## config.mk

```make
export PLATFORM = sky130hd
export DESIGN_NAME = fp_frame_scale_ctrl_flat
export DESIGN_NICKNAME = d
export VERILOG_FILES = /design/src/rtl/fp_frame_scale_if.sv /design/src/rtl/fp_frame_scale_ctrl.sv /design/src/flat_wrapper.sv
export SDC_FILE = /design/constraint.sdc
export NUM_CORES = 1
export LEC_CHECK = 0
export CORE_AREA = 2 2 120 99
export CTS_BUF_LIST = sky130_fd_sc_hd__clkbuf_8
export CTS_CLUSTER_SIZE = 28
export DETAILED_ROUTE_END_ITERATION = 8
export DIE_AREA = 0 0 122 101
export GPL_TIMING_DRIVEN = 0
export PLACE_DENSITY_LB_ADDON = 0.08
export REMOVE_ABC_BUFFERS = 1
export SLEW_MARGIN = 0
export SYNTH_ARGS = -nofsm -noshare
export SYNTH_HDL_FRONTEND = slang
export SYNTH_SLANG_ARGS = --single-unit
```

## constraint.sdc

```tcl
create_clock -name clk -period 3.3 [get_ports clk]
set_input_delay 0.66 -clock clk [delete_from_list [all_inputs] [get_ports clk]]
set_output_delay 0.66 -clock clk [all_outputs]
set_load 0.005 [all_outputs]
```

## src/rtl/fp_frame_scale_if.sv

```systemverilog
// Complex float32 sample stream into and out of the frame scaler.
// Valid/ready handshake on both sides; out_last marks the frame's final sample.
interface fp_frame_scale_if;
  logic        in_valid;
  logic        in_ready;
  logic [31:0] in_re;
  logic [31:0] in_img;
  logic        out_valid;
  logic        out_ready;
  logic [31:0] out_re;
  logic [31:0] out_img;
  logic        out_last;

  modport master (
    output in_valid, in_re, in_img, out_ready,
    input  in_ready, out_valid, out_re, out_img, out_last
  );

  modport slave (
    input  in_valid, in_re, in_img, out_ready,
    output in_ready, out_valid, out_re, out_img, out_last
  );
endinterface

```

## src/rtl/fp_frame_scale_ctrl.sv

```systemverilog
// Per-frame 2^-shift scaling of complex float32 samples by exponent subtraction,
// with frame sequencing, a single registered output stage and underflow counting.
module fp_frame_scale_ctrl #(
  parameter int FRAME_LEN = 125,
  parameter int CNT_W     = 7,
  parameter int SHIFT_W   = 4
) (
  input  logic               clk,
  input  logic               rst_n,
  input  logic               start,
  input  logic [SHIFT_W-1:0] cfg_shift,
  fp_frame_scale_if.slave    bus,
  output logic               busy,
  output logic               done,
  output logic [15:0]        uflow_cnt
);

  typedef enum logic [1:0] {IDLE, RUN, DRAIN} state_t;

  state_t             state, state_nxt;
  logic [CNT_W-1:0]   cnt;
  logic [SHIFT_W-1:0] shift;
  logic               vld_p1;
  logic               last_p1;
  logic [31:0]        re_p1;
  logic [31:0]        img_p1;
  logic               accept;
  logic               xfer;
  logic               take;
  logic               last_in;
  logic [1:0]         uflow_inc;

  // Inf/NaN pass; zero, denormal and exponents that would reach <= 0 flush to signed zero.
  function automatic logic [31:0] scale_comp(input logic [31:0] x, input logic [SHIFT_W-1:0] s);
    logic [7:0] e;
    logic [7:0] sx;
    e  = x[30:23];
    sx = 8'(s);
    if (e == 8'hFF)
      scale_comp = x;
    else if (e <= sx)
      scale_comp = {x[31], 31'd0};
    else
      scale_comp = {x[31], e - sx, x[22:0]};
  endfunction

  function automatic logic is_uflow(input logic [31:0] x, input logic [SHIFT_W-1:0] s);
    logic [7:0] e;
    e = x[30:23];
    is_uflow = (e != 8'h00) && (e != 8'hFF) && (e <= 8'(s));
  endfunction

  function automatic logic [15:0] sat_add(input logic [15:0] a, input logic [1:0] inc);
    logic [16:0] sum;
    sum     = {1'b0, a} + {15'd0, inc};
    sat_add = sum[16] ? 16'hFFFF : sum[15:0];
  endfunction

  // A start coinciding with the done pulse is deliberately refused.
  assign accept       = (state == IDLE) && start && !done;
  assign last_in      = (cnt == CNT_W'(FRAME_LEN - 1));
  assign bus.in_ready = (state == RUN) && (!vld_p1 || bus.out_ready);
  assign xfer         = bus.in_valid && bus.in_ready;
  assign take         = vld_p1 && bus.out_ready;
  assign uflow_inc    = {1'b0, is_uflow(bus.in_re, shift)} + {1'b0, is_uflow(bus.in_img, shift)};
  assign busy         = (state != IDLE);

  assign bus.out_valid = vld_p1;
  assign bus.out_re    = re_p1;
  assign bus.out_img   = img_p1;
  assign bus.out_last  = last_p1;

  always_comb begin
    state_nxt = state;
    case (state)
      IDLE:    if (accept) state_nxt = RUN;
      RUN:     if (xfer && last_in) state_nxt = DRAIN;
      DRAIN:   if (take && last_p1) state_nxt = IDLE;
      default: state_nxt = IDLE;
    endcase
  end

  always_ff @(posedge clk or negedge rst_n) begin
    if (!rst_n) begin
      state     <= IDLE;
      cnt       <= '0;
      shift     <= '0;
      uflow_cnt <= '0;
      done      <= 1'b0;
    end else begin
      state <= state_nxt;
      done  <= (state == DRAIN) && take && last_p1;
      if (accept) begin
        cnt       <= '0;
        shift     <= cfg_shift;
        uflow_cnt <= '0;
      end else if (xfer) begin
        cnt       <= cnt + 1'b1;
        uflow_cnt <= sat_add(uflow_cnt, uflow_inc);
      end
    end
  end

  // Stage p1: registered scaled sample; holds while downstream stalls.
  always_ff @(posedge clk or negedge rst_n) begin
    if (!rst_n) begin
      vld_p1  <= 1'b0;
      last_p1 <= 1'b0;
      re_p1   <= '0;
      img_p1  <= '0;
    end else if (xfer) begin
      vld_p1  <= 1'b1;
      last_p1 <= last_in;
      re_p1   <= scale_comp(bus.in_re, shift);
      img_p1  <= scale_comp(bus.in_img, shift);
    end else if (take) begin
      vld_p1  <= 1'b0;
      last_p1 <= 1'b0;
    end
  end

endmodule

```

## src/flat_wrapper.sv

```systemverilog
// flat-port wrapper written by rule: the top's interface ports become plain ports
module fp_frame_scale_ctrl_flat 
#(
  parameter int FRAME_LEN = 125,
  parameter int CNT_W     = 7,
  parameter int SHIFT_W   = 4
)
  (clk, rst_n, start, cfg_shift, busy, done, uflow_cnt, bus_in_valid, bus_in_re, bus_in_img, bus_out_ready, bus_in_ready, bus_out_valid, bus_out_re, bus_out_img, bus_out_last);
  fp_frame_scale_if bus_i ();
  input  logic clk;
  input  logic rst_n;
  input  logic start;
  input  logic [SHIFT_W-1:0] cfg_shift;
  output logic busy;
  output logic done;
  output logic [15:0] uflow_cnt;
  input wire logic [$bits(bus_i.in_valid)-1:0] bus_in_valid;
  input wire logic [$bits(bus_i.in_re)-1:0] bus_in_re;
  input wire logic [$bits(bus_i.in_img)-1:0] bus_in_img;
  input wire logic [$bits(bus_i.out_ready)-1:0] bus_out_ready;
  output wire logic [$bits(bus_i.in_ready)-1:0] bus_in_ready;
  output wire logic [$bits(bus_i.out_valid)-1:0] bus_out_valid;
  output wire logic [$bits(bus_i.out_re)-1:0] bus_out_re;
  output wire logic [$bits(bus_i.out_img)-1:0] bus_out_img;
  output wire logic [$bits(bus_i.out_last)-1:0] bus_out_last;
  assign bus_i.in_valid = bus_in_valid;
  assign bus_i.in_re = bus_in_re;
  assign bus_i.in_img = bus_in_img;
  assign bus_i.out_ready = bus_out_ready;
  assign bus_in_ready = bus_i.in_ready;
  assign bus_out_valid = bus_i.out_valid;
  assign bus_out_re = bus_i.out_re;
  assign bus_out_img = bus_i.out_img;
  assign bus_out_last = bus_i.out_last;
  fp_frame_scale_ctrl #(.FRAME_LEN(FRAME_LEN), .CNT_W(CNT_W), .SHIFT_W(SHIFT_W)) u_core (.clk(clk), .rst_n(rst_n), .start(start), .cfg_shift(cfg_shift), .bus(bus_i), .busy(busy), .done(done), .uflow_cnt(uflow_cnt));
endmodule
```

# Word-level counts from Yosys, hierarchy flattened
# Index checks and enable logic that the tools add are counted.
# classes
add_sub_neg	5
magnitude_cmp	2
eq_ne	10
n_mux	16
n_reduce_logical	23
# op_table
operator	n
$mux 31	4
$mux 16	3
$add 16x2->17	1
$eq 8x8->1 const B	2
$le 8x4->1	2
$ne 8x8->1 const B	2
$reduce_bool 8->1	2
$sub 8x4->8	2
$mux 7	2
$logic_and 1x1->1	13
$add 7x1->7 const B	1
$eq 7x7->1 const B	1
$mux 2	3
$pmux 2 s3	1
$reduce_bool 2->1	3
$ne 2x1->1 const B	2
$mux 1	3
$reduce_and 3->1	1
$add 1x1->2	1
$eq 2x1->1 const B	1
$eq 2x2->1 const B	1
$logic_not 1->1	2
$logic_not 2->1	1
$ne 2x2->1 const B	1
$logic_or 1x1->1	1
# totals
ff_bits	96
input_bits	73
out_inout_bits	85
wordCells	65

# Depth between registers and ports, before layout
# Gate-level depths: netlist (run 1).
# logic_depth
depth_word	8
mapped_depth	18
mapped_depth_nobuf	15

# Worst setup path before layout (run 1)
# No wires, ideal clock.
# synth_path
path_type	input-to-reg
start	input port bus_in_img[23]
end	register u_core.uflow_cnt[3]
setup_time_ns	0.099
arrival_ns	3.535
t_required_ns	3.201
setup_slack_ns	-0.334
stages	18
path_buffers	3
path_cell_list	inv_1 -> ha_1 -> inv_1 -> fa_1 -> a21o_1 -> a21oi_1 -> o21a_1 -> buf_2 -> buf_2 -> o41a_1 -> fa_1 -> ha_1 -> and4_1 -> buf_2 -> nand4_4 -> a21oi_1 -> nor2_1 -> a311oi_1
# synth_via
elab_chain_len	8
elab_cells_between_ends	10
cone_classes	add/sub (2); order compare (1); eq/ne (1); mux (3); reduce/logical (3)
# synth_rtl
item	line	source
start, declared	flat_wrapper.sv:19	input wire logic [$bits(bus_i.in_img)-1:0] bus_in_img;
branches (longest 2 deep; another with $le 8x4->1)	--	
$logic_and 1x1->1 (*)	fp_frame_scale_ctrl.sv:50	is_uflow = (e != 8'h00) && (e != 8'hFF) && (e <= 8'(s));
$add 1x1->2 (*)	fp_frame_scale_ctrl.sv:65	assign uflow_inc = {1'b0, is_uflow(bus.in_re, shift)} + {1'b0, is_uflow(bus.in_img, shift)};
$add 16x2->17 (*)	fp_frame_scale_ctrl.sv:55	sum = {1'b0, a} + {15'd0, inc};
$mux 16 (*)	fp_frame_scale_ctrl.sv:56	sat_add = sum[16] ? 16'hFFFF : sum[15:0];
$mux 16 (*)	fp_frame_scale_ctrl.sv:97	end else if (xfer) begin
$mux 16 (*)	fp_frame_scale_ctrl.sv:93	if (accept) begin
end signal, assigned	fp_frame_scale_ctrl.sv:99	uflow_cnt <= sat_add(uflow_cnt, uflow_inc);
end, declared	fp_frame_scale_ctrl.sv:15	output logic [15:0] uflow_cnt
# Mark *: on every way between the ends. The select of a mux whose other input is x is not followed.
# A chain may end at the register's enable or synchronous reset.

# Worst setup path in the final report (run 1)
# layout_path
start	register u_core.shift[0]
end	register u_core.uflow_cnt[10]
# layout_via
elab_chain_len	7
elab_cells_between_ends	9
cone_classes	add/sub (2); order compare (2); mux (3); reduce/logical (2)
# layout_rtl
item	line	source
start, declared	fp_frame_scale_ctrl.sv:22	logic [SHIFT_W-1:0] shift;
start signal, assigned	fp_frame_scale_ctrl.sv:95	shift <= cfg_shift;
$le 8x4->1	fp_frame_scale_ctrl.sv:50	
$logic_and 1x1->1	fp_frame_scale_ctrl.sv:50	
$add 1x1->2 (*)	fp_frame_scale_ctrl.sv:65	
$add 16x2->17 (*)	fp_frame_scale_ctrl.sv:55	
$mux 16 (*)	fp_frame_scale_ctrl.sv:56	
$mux 16 (*)	fp_frame_scale_ctrl.sv:97	
$mux 16 (*)	fp_frame_scale_ctrl.sv:93	
# Mark *: on every way between the ends. The rest lies on a longest branch, timed or not. The select of a mux whose other input is x is not followed.

==> flow_metrics.tcl, run 1 <==
set metrics [dict create \
    outcome "completed" \
    skew_ns 0.005693 \
    clkLatencyLatePin_ns 0.36 \
    grt_max_degree 67 \
    grt_remaining_overflow 0 \
    first_iter_violations 175 \
    synth_edf_count 0 \
    clockRootBuffer "clkbuf_8" \
    crit_buf_inv 1 \
    routed_via_density 5.231 \
    drive_gt1_frac 0.1186 \
    n_antenna_cell 0 \
    crit_arrival_ns 3.52 \
    wirelength_um 12230 \
    worst_path_max_delay_cell "dfrtp_1" \
    dieArea_um2 12320 \
    hold_class "in -> async" \
    power_density_nw_per_um2 464.0 \
    fmax_ghz 0.3081 \
    core_um2 11170 \
    std_cell_rows 35 \
    cts_buffer_depth 2 \
    grt_pass1_vias 3884 \
    fin_cells 772 \
    dp_hpwl_um 8180 \
    crit_required_ns 3.57 \
    hold_viol 0 \
    ant_nets 0 \
    post_drt_wl_per_cell_um 15.85 \
    yosys_warnings 0 \
    ios 158 \
    cts-hold-fix-buffers 0 \
    max_stage_delay_ns 0.46 \
    cts.reportedPaths.clkPinSlew_ns 0.09 \
    fin_nets 706 \
    critPathMaxFanout 5 \
    final_cell_area_um2 6719 \
    path_cells "ha_2, inv_2, fa_2, nand3_2, a21oi_2, or3_4, nor2_4, fa_2, ha_4, and4_4, nand4_1, nor2_1, nor2_1, a311oi_1" \
    grt_usage 0.2032 \
    synthToLayoutAreaGrowth_pct 47.57 \
    start_kind "flop" \
    vias 4038 \
    start_util 0.4077 \
    synthTopCellsByArea "dfrtp_1 53%, nand2_1 7.6%, o21ai_0 5.2%" \
    place_inst 745 \
    ff2ff_path_depth 14 \
    cp-end-kind "flop" \
    relSlewSlack 0.4143 \
    synth_cell_types 50 \
    cts.sinks 96 \
    timing.final.crit_share 0.9836 \
    cts_made_buffers 9 \
    critPathKind "reg -> reg" \
    synth_top_area_frac 0.5276 \
    drt_first_pass_iters 7 \
    dieHeight_um 101 \
    timing.reg2reg.setup_slack_ns 0.05 \
    seq_area_frac_synth 0.5276 \
    gp_congestion 0.8642 \
    htree_levels 3 \
    drc_errors 0 \
    max_cap_viol_count 0 \
    io_buffers 157 \
    total_leakage_power_nw 2.836 \
    maxSlewViolCount 0 \
    synth_area_per_cell_um2 9.855 \
    die_x_um 122 \
    r2r_start "u_core.shift[0]" \
    antenna_found_initial 0 \
    grt_first_pass_wirelength_um 19780 \
    vdd_drop_max_v 0.0002162 \
    placed_cell_area_um2 6256 \
    hold_ws_ns 0.2132 \
    min_period_ns 3.246 \
    syn_area_um2 4553 \
    async_flop_share 1.000 \
    rsz0062_at_grt "yes" \
    worst_slew_pin_slew_ns 0.8785 \
    synth_top_area_cell "dfrtp_1" \
    cts_tree "built" \
    synth_seq_cells 96 \
    rr_endpoint "u_core.uflow_cnt[10]" \
    crit_family "simple AND/OR/NAND/NOR gates" \
    ys.flop_type "dfrtp_1" \
    syn_inst 462 \
    finalSetupViolations 0 \
]
cells in the mapped netlist (2+ instances only):
| cell type | n |
|---|---|
| and2_1 | 2 |
| nand4_1 | 9 |
| clkbuf_1 | 6 |
| fa_1 | 3 |
| nor2_1 | 26 |
| and3_1 | 4 |
| a31o_2 | 2 |
| inv_1 | 12 |
| o211ai_1 | 2 |
| dfrtp_1 | 96 |
| o31ai_1 | 5 |
| nand2b_1 | 2 |
| o21a_1 | 3 |
| a22o_1 | 25 |
| o21ai_0 | 47 |
| ha_1 | 11 |
| xnor2_1 | 4 |
| nand3_1 | 13 |
| a21oi_1 | 18 |
| nor3_1 | 8 |
| buf_1 | 2 |
| and4_1 | 8 |
| a211oi_1 | 3 |
| buf_6 | 3 |
| o21ai_1 | 2 |
| nor4_1 | 2 |
| buf_2 | 12 |
| o31a_1 | 3 |
| nand2_1 | 92 |
| a311oi_1 | 3 |
| nor2b_1 | 4 |
| xor2_1 | 10 |
| nor3b_1 | 3 |
worst reg2reg max path: cells and delay by family (launching register included):
kind	cells	cell delay [ns]
AND/OR/NAND/NOR	7	1.33
adder cells (fa/ha/maj)	4	1.01
flip-flops	1	0.46
AO/OA/AOI/OAI	2	0.30
buffers and inverters	1	0.04
layout make-up:
type	instances	area, um2
fill	969	4448
multi-input combinational	330	2175
clock buffer	11	151.4
tap	148	185.2
inverter	12	45.04
sequential	96	2402
timing repair buffer	170	1705
clock inverter	5	55.05
per-stage QoR:
step	power [mW]	setup TNS, ns	utilization	setup WS [ns]
final	3.118	0	0.6017	0.05406
after global routing	3.320	-0.2875	0.6017	-0.1021
after CTS	3.146	0	0.5941	0.0008125
after detailed placement	2.307	-32.13	0.5602	-1.686
after global placement	2.286	-321.17	0.5528	-2.131
after floorplan	1.786	-5.149	-	-0.4631
worst max-delay path by stage:
| stage | start | endpoint | slack, ns | cells after the start |
|---|---|---|---|---|
| after floorplan | bus_in_img[23] | u_core.uflow_cnt[3] | -0.46 | 15 |
| after global placement | rst_n | u_core.bus.out_re[12] | -2.13 | 1 |
| after detailed placement | bus_in_img[23] | u_core.uflow_cnt[6] | -1.69 | 16 |
| after CTS | bus_in_img[23] | u_core.uflow_cnt[10] | 0.0008 | 16 |
| after global routing | u_core.shift[0] | u_core.uflow_cnt[10] | -0.10 | 14 |
| final | u_core.shift[0] | u_core.uflow_cnt[10] | 0.05 | 14 |
cells in the final DEF (no fill, tap or decap), drive strengths merged, types with 8 or more instances in the layout:
cell           count
clkdlybuf4s50    149
dfrtp             96
nand2             92
o21ai             49
nor2              26
a22o              25
a21oi             18
buf               15
nand3             13
clkbuf            12
inv               12
ha                11
xor2              10
nand4             10
nor3               9
and4               8
registers in the layout (all words and copies together), names as in the netlist:
register              flops
u_core.bus.out_img       32
u_core.bus.out_last       1
u_core.bus.out_valid      1
u_core.bus.out_re        32
u_core.shift              4
u_core.uflow_cnt         16
u_core.state              2
u_core.done               1
u_core.cnt                7
metal layers:
layer  wire [um]  GRT usage
met5           0          0
met4         153    0.06366
met3         581    0.04412
met2        5754     0.3206
met1        5744     0.2809
power by group:
part / internal (mW) / total, mW / switching (mW) / leakage (nW)
clock: 0.389 / 0.798 / 0.409 / 0.101
combinational: 0.503 / 0.839 / 0.335 / 1.53
sequential: 1.35 / 1.48 / 0.128 / 1.20
logic make-up after synthesis:
group | after synthesis | share of synthesized area
XOR/XNOR | 14 | 0.02693
flip-flops | 96 | 0.5276
adder cells (fa/ha/maj) | 14 | 0.04342
multiplexers | 1 | 0.002198
AO/OA/AOI/OAI | 119 | 0.1701
AND/OR/NAND/NOR | 181 | 0.1899
buffers and inverters | 37 | 0.03985
repair_timing:
action | 4_1_cts | 5_1_grt
cloned | 1 | 0
pin swaps | 16 | 15
setup endpoints to repair | 16 | 42
resized for setup | 35 | 18
setup buffers | 6 | 4
No activity file was read; power rests on OpenSTA's default activity.
==> run 2, diff against run 1 <==
--- a/config.mk
+++ b/config.mk
@@ -5,11 +5,11 @@
 export SDC_FILE = /design/constraint.sdc
 export NUM_CORES = 1
 export LEC_CHECK = 0
-export CORE_AREA = 2 2 120 99
+export CORE_AREA = 2 2 128 105
 export CTS_BUF_LIST = sky130_fd_sc_hd__clkbuf_8
 export CTS_CLUSTER_SIZE = 28
 export DETAILED_ROUTE_END_ITERATION = 8
-export DIE_AREA = 0 0 122 101
+export DIE_AREA = 0 0 130 107
 export GPL_TIMING_DRIVEN = 0
 export PLACE_DENSITY_LB_ADDON = 0.08
 export REMOVE_ABC_BUFFERS = 1
==> flow_metrics.tcl, run 2 (synthesized netlist as in run 1, its figures left out) <==
set metrics [dict create \
    crit_arrival_ns 3.48 \
    antenna_found_initial 0 \
    first_iter_violations 216 \
    num-fill-cells 1127 \
    fmax_ghz 0.3144 \
    dp_hpwl_um 8579 \
    path_cells "clkdlybuf4s50_1, ha_4, and4_2, o21a_4, o41a_1, fa_2, ha_4, and4_4, nand4_1, buf_4, nor2_2, a311oi_1" \
    final_cell_area_um2 6725 \
    max_cap_viol_count 0 \
    dieHeight_um 107 \
    synthToLayoutAreaGrowth_pct 47.71 \
    drt_first_pass_iters 4 \
    min_period_ns 3.181 \
    ios 158 \
    wirelength_um 12740 \
    start_util 0.3603 \
    cts.reportedPaths.clkPinSlew_ns 0.10 \
    ant_nets 0 \
    power_density_nw_per_um2 456.4 \
    routed_via_density 5.055 \
    layout_common_cells "149 x clkdlybuf4s50_1, 95 x dfrtp_1, 92 x nand2_1, 47 x o21ai_0, 25 x a22o_1" \
    hold_class "in -> async" \
    post_drt_wl_per_cell_um 15.93 \
    skew_ns 0.005272 \
    cp_common_cell "ha_4" \
    worst_path_max_delay_cell "clkdlybuf4s50_1" \
    grt_max_degree 68 \
    grt_usage 0.1891 \
    finalSetupViolations 0 \
    ff2ff_path_depth 14 \
    mostFrequentLayoutCell "clkdlybuf4s50_1" \
    placed_cell_area_um2 6282 \
    cts_made_buffers 9 \
    seq_area_um2 2404 \
    start_kind "primary input" \
    hold_viol 0 \
    htree_levels 3 \
    grt_first_pass_wirelength_um 20450 \
    outcome "completed" \
    relSlewSlack 0.4056 \
    rsz0062_at_grt "yes" \
    timing.reg2reg.setup_slack_ns 0.15 \
    vdd_drop_max_v 0.0002489 \
    cp-end-kind "flop" \
    cts_buffer_depth 2 \
    crit_required_ns 3.60 \
    total_power_mw 3.069 \
    fin_ws_ns 0.1189 \
    multi_input_area_um2 2166 \
    cts.sinks 96 \
    maxSlewViolCount 0 \
    grt_remaining_overflow 0 \
    timing.final.crit_share 0.9640 \
    gp_congestion 0.8617 \
    clkLatencyLatePin_ns 0.38 \
    clockRootBuffer "clkbuf_8" \
    die_x_um 130 \
    std_cell_rows 37 \
    worst_slew_pin_slew_ns 0.8917 \
    critPathKind "in -> reg" \
    total_leakage_power_nw 2.827 \
    cts_tree "built" \
    rr_endpoint "u_core.uflow_cnt[10]" \
    max_stage_delay_ns 0.56 \
    io_buffers 157 \
    r2r_start "u_core.shift[0]" \
    core_um2 12640 \
    drive_gt1_frac 0.1168 \
    critPathMaxFanout 5 \
    vias 4044 \
    n_antenna_cell 0 \
    dieArea_um2 13910 \
    grt_pass1_vias 3964 \
    fin_nets 707 \
    place_ws_ns -1.719 \
    drc_errors 0 \
]
[run 2: final cells by class]
type | count | share of cell area
inverters | 12 | 0.006698
multi-input cells | 330 | 0.3220
clock buffers | 9 | 0.01842
well taps | 175 | 0.03256
flip-flops and latches | 96 | 0.3574
clock inverters | 7 | 0.009302
repair buffers | 171 | 0.2536
[run 2: how the worst max path moves through the flow]
stage,start,to,slack [ns],cells after the start
floorplan,bus_in_img[23],u_core.uflow_cnt[3],-0.46,15
global placement,rst_n,u_core.bus.out_re[14],-2.23,1
detailed placement,bus_in_img[23],u_core.uflow_cnt[6],-1.72,16
CTS,bus_in_img[23],u_core.uflow_cnt[10],0.004,16
global route,u_core.shift[0],u_core.uflow_cnt[10],-0.02,14
finish,bus_in_img[26],u_core.uflow_cnt[6],0.12,12
[run 2: critical path: cells and delay by family]
kind | cells | cell delay, ns
buf+inv | 2 | 0.71
simple gates | 4 | 0.67
fa+ha+maj | 3 | 0.82
compound gates | 3 | 0.59
[run 2: repair_timing]
item / in CTS / in global routing
setup endpoints to repair: 16 / 39
gates cloned: 1 / 0
hold buffers: 0 / 0
resized for setup: 27 / 24
pin swaps: 12 / 14
buffers inserted: 5 / 6
[run 2: metrics by stage]
step / util / cells / setup TNS, ns / hold WS (ns)
after floorplan: - / 437 / -5.149 / 0.3644
after global placement: 0.4911 / 769 / -331.98 / 0.4518
after detailed placement: 0.4971 / 772 / -35.93 / 0.4652
after CTS: 0.5229 / 794 / 0 / 0.2043
after global routing: 0.5321 / 800 / -0.02637 / 0.2122
final: 0.5321 / 800 / 0 / 0.1983
[run 2: where the power goes]
part           internal (mW)  leakage [nW]  switching, mW  total (mW)
Combinational          0.500          1.54          0.335       0.835
Clock                  0.290        0.0927          0.460       0.750
Sequential              1.35          1.20          0.130        1.48
Total                   2.14          2.83          0.926        3.07
[run 2: routing by layer]
metal | track usage | wire [um] | vias up
met5 | 0 | 0 | -
met1 | 0.2650 | 6021 | 1979
met2 | 0.2932 | 5983 | 109
met3 | 0.04591 | 607 | 7
li1 | - | - | 1949
met4 | 0.05069 | 129 | 0
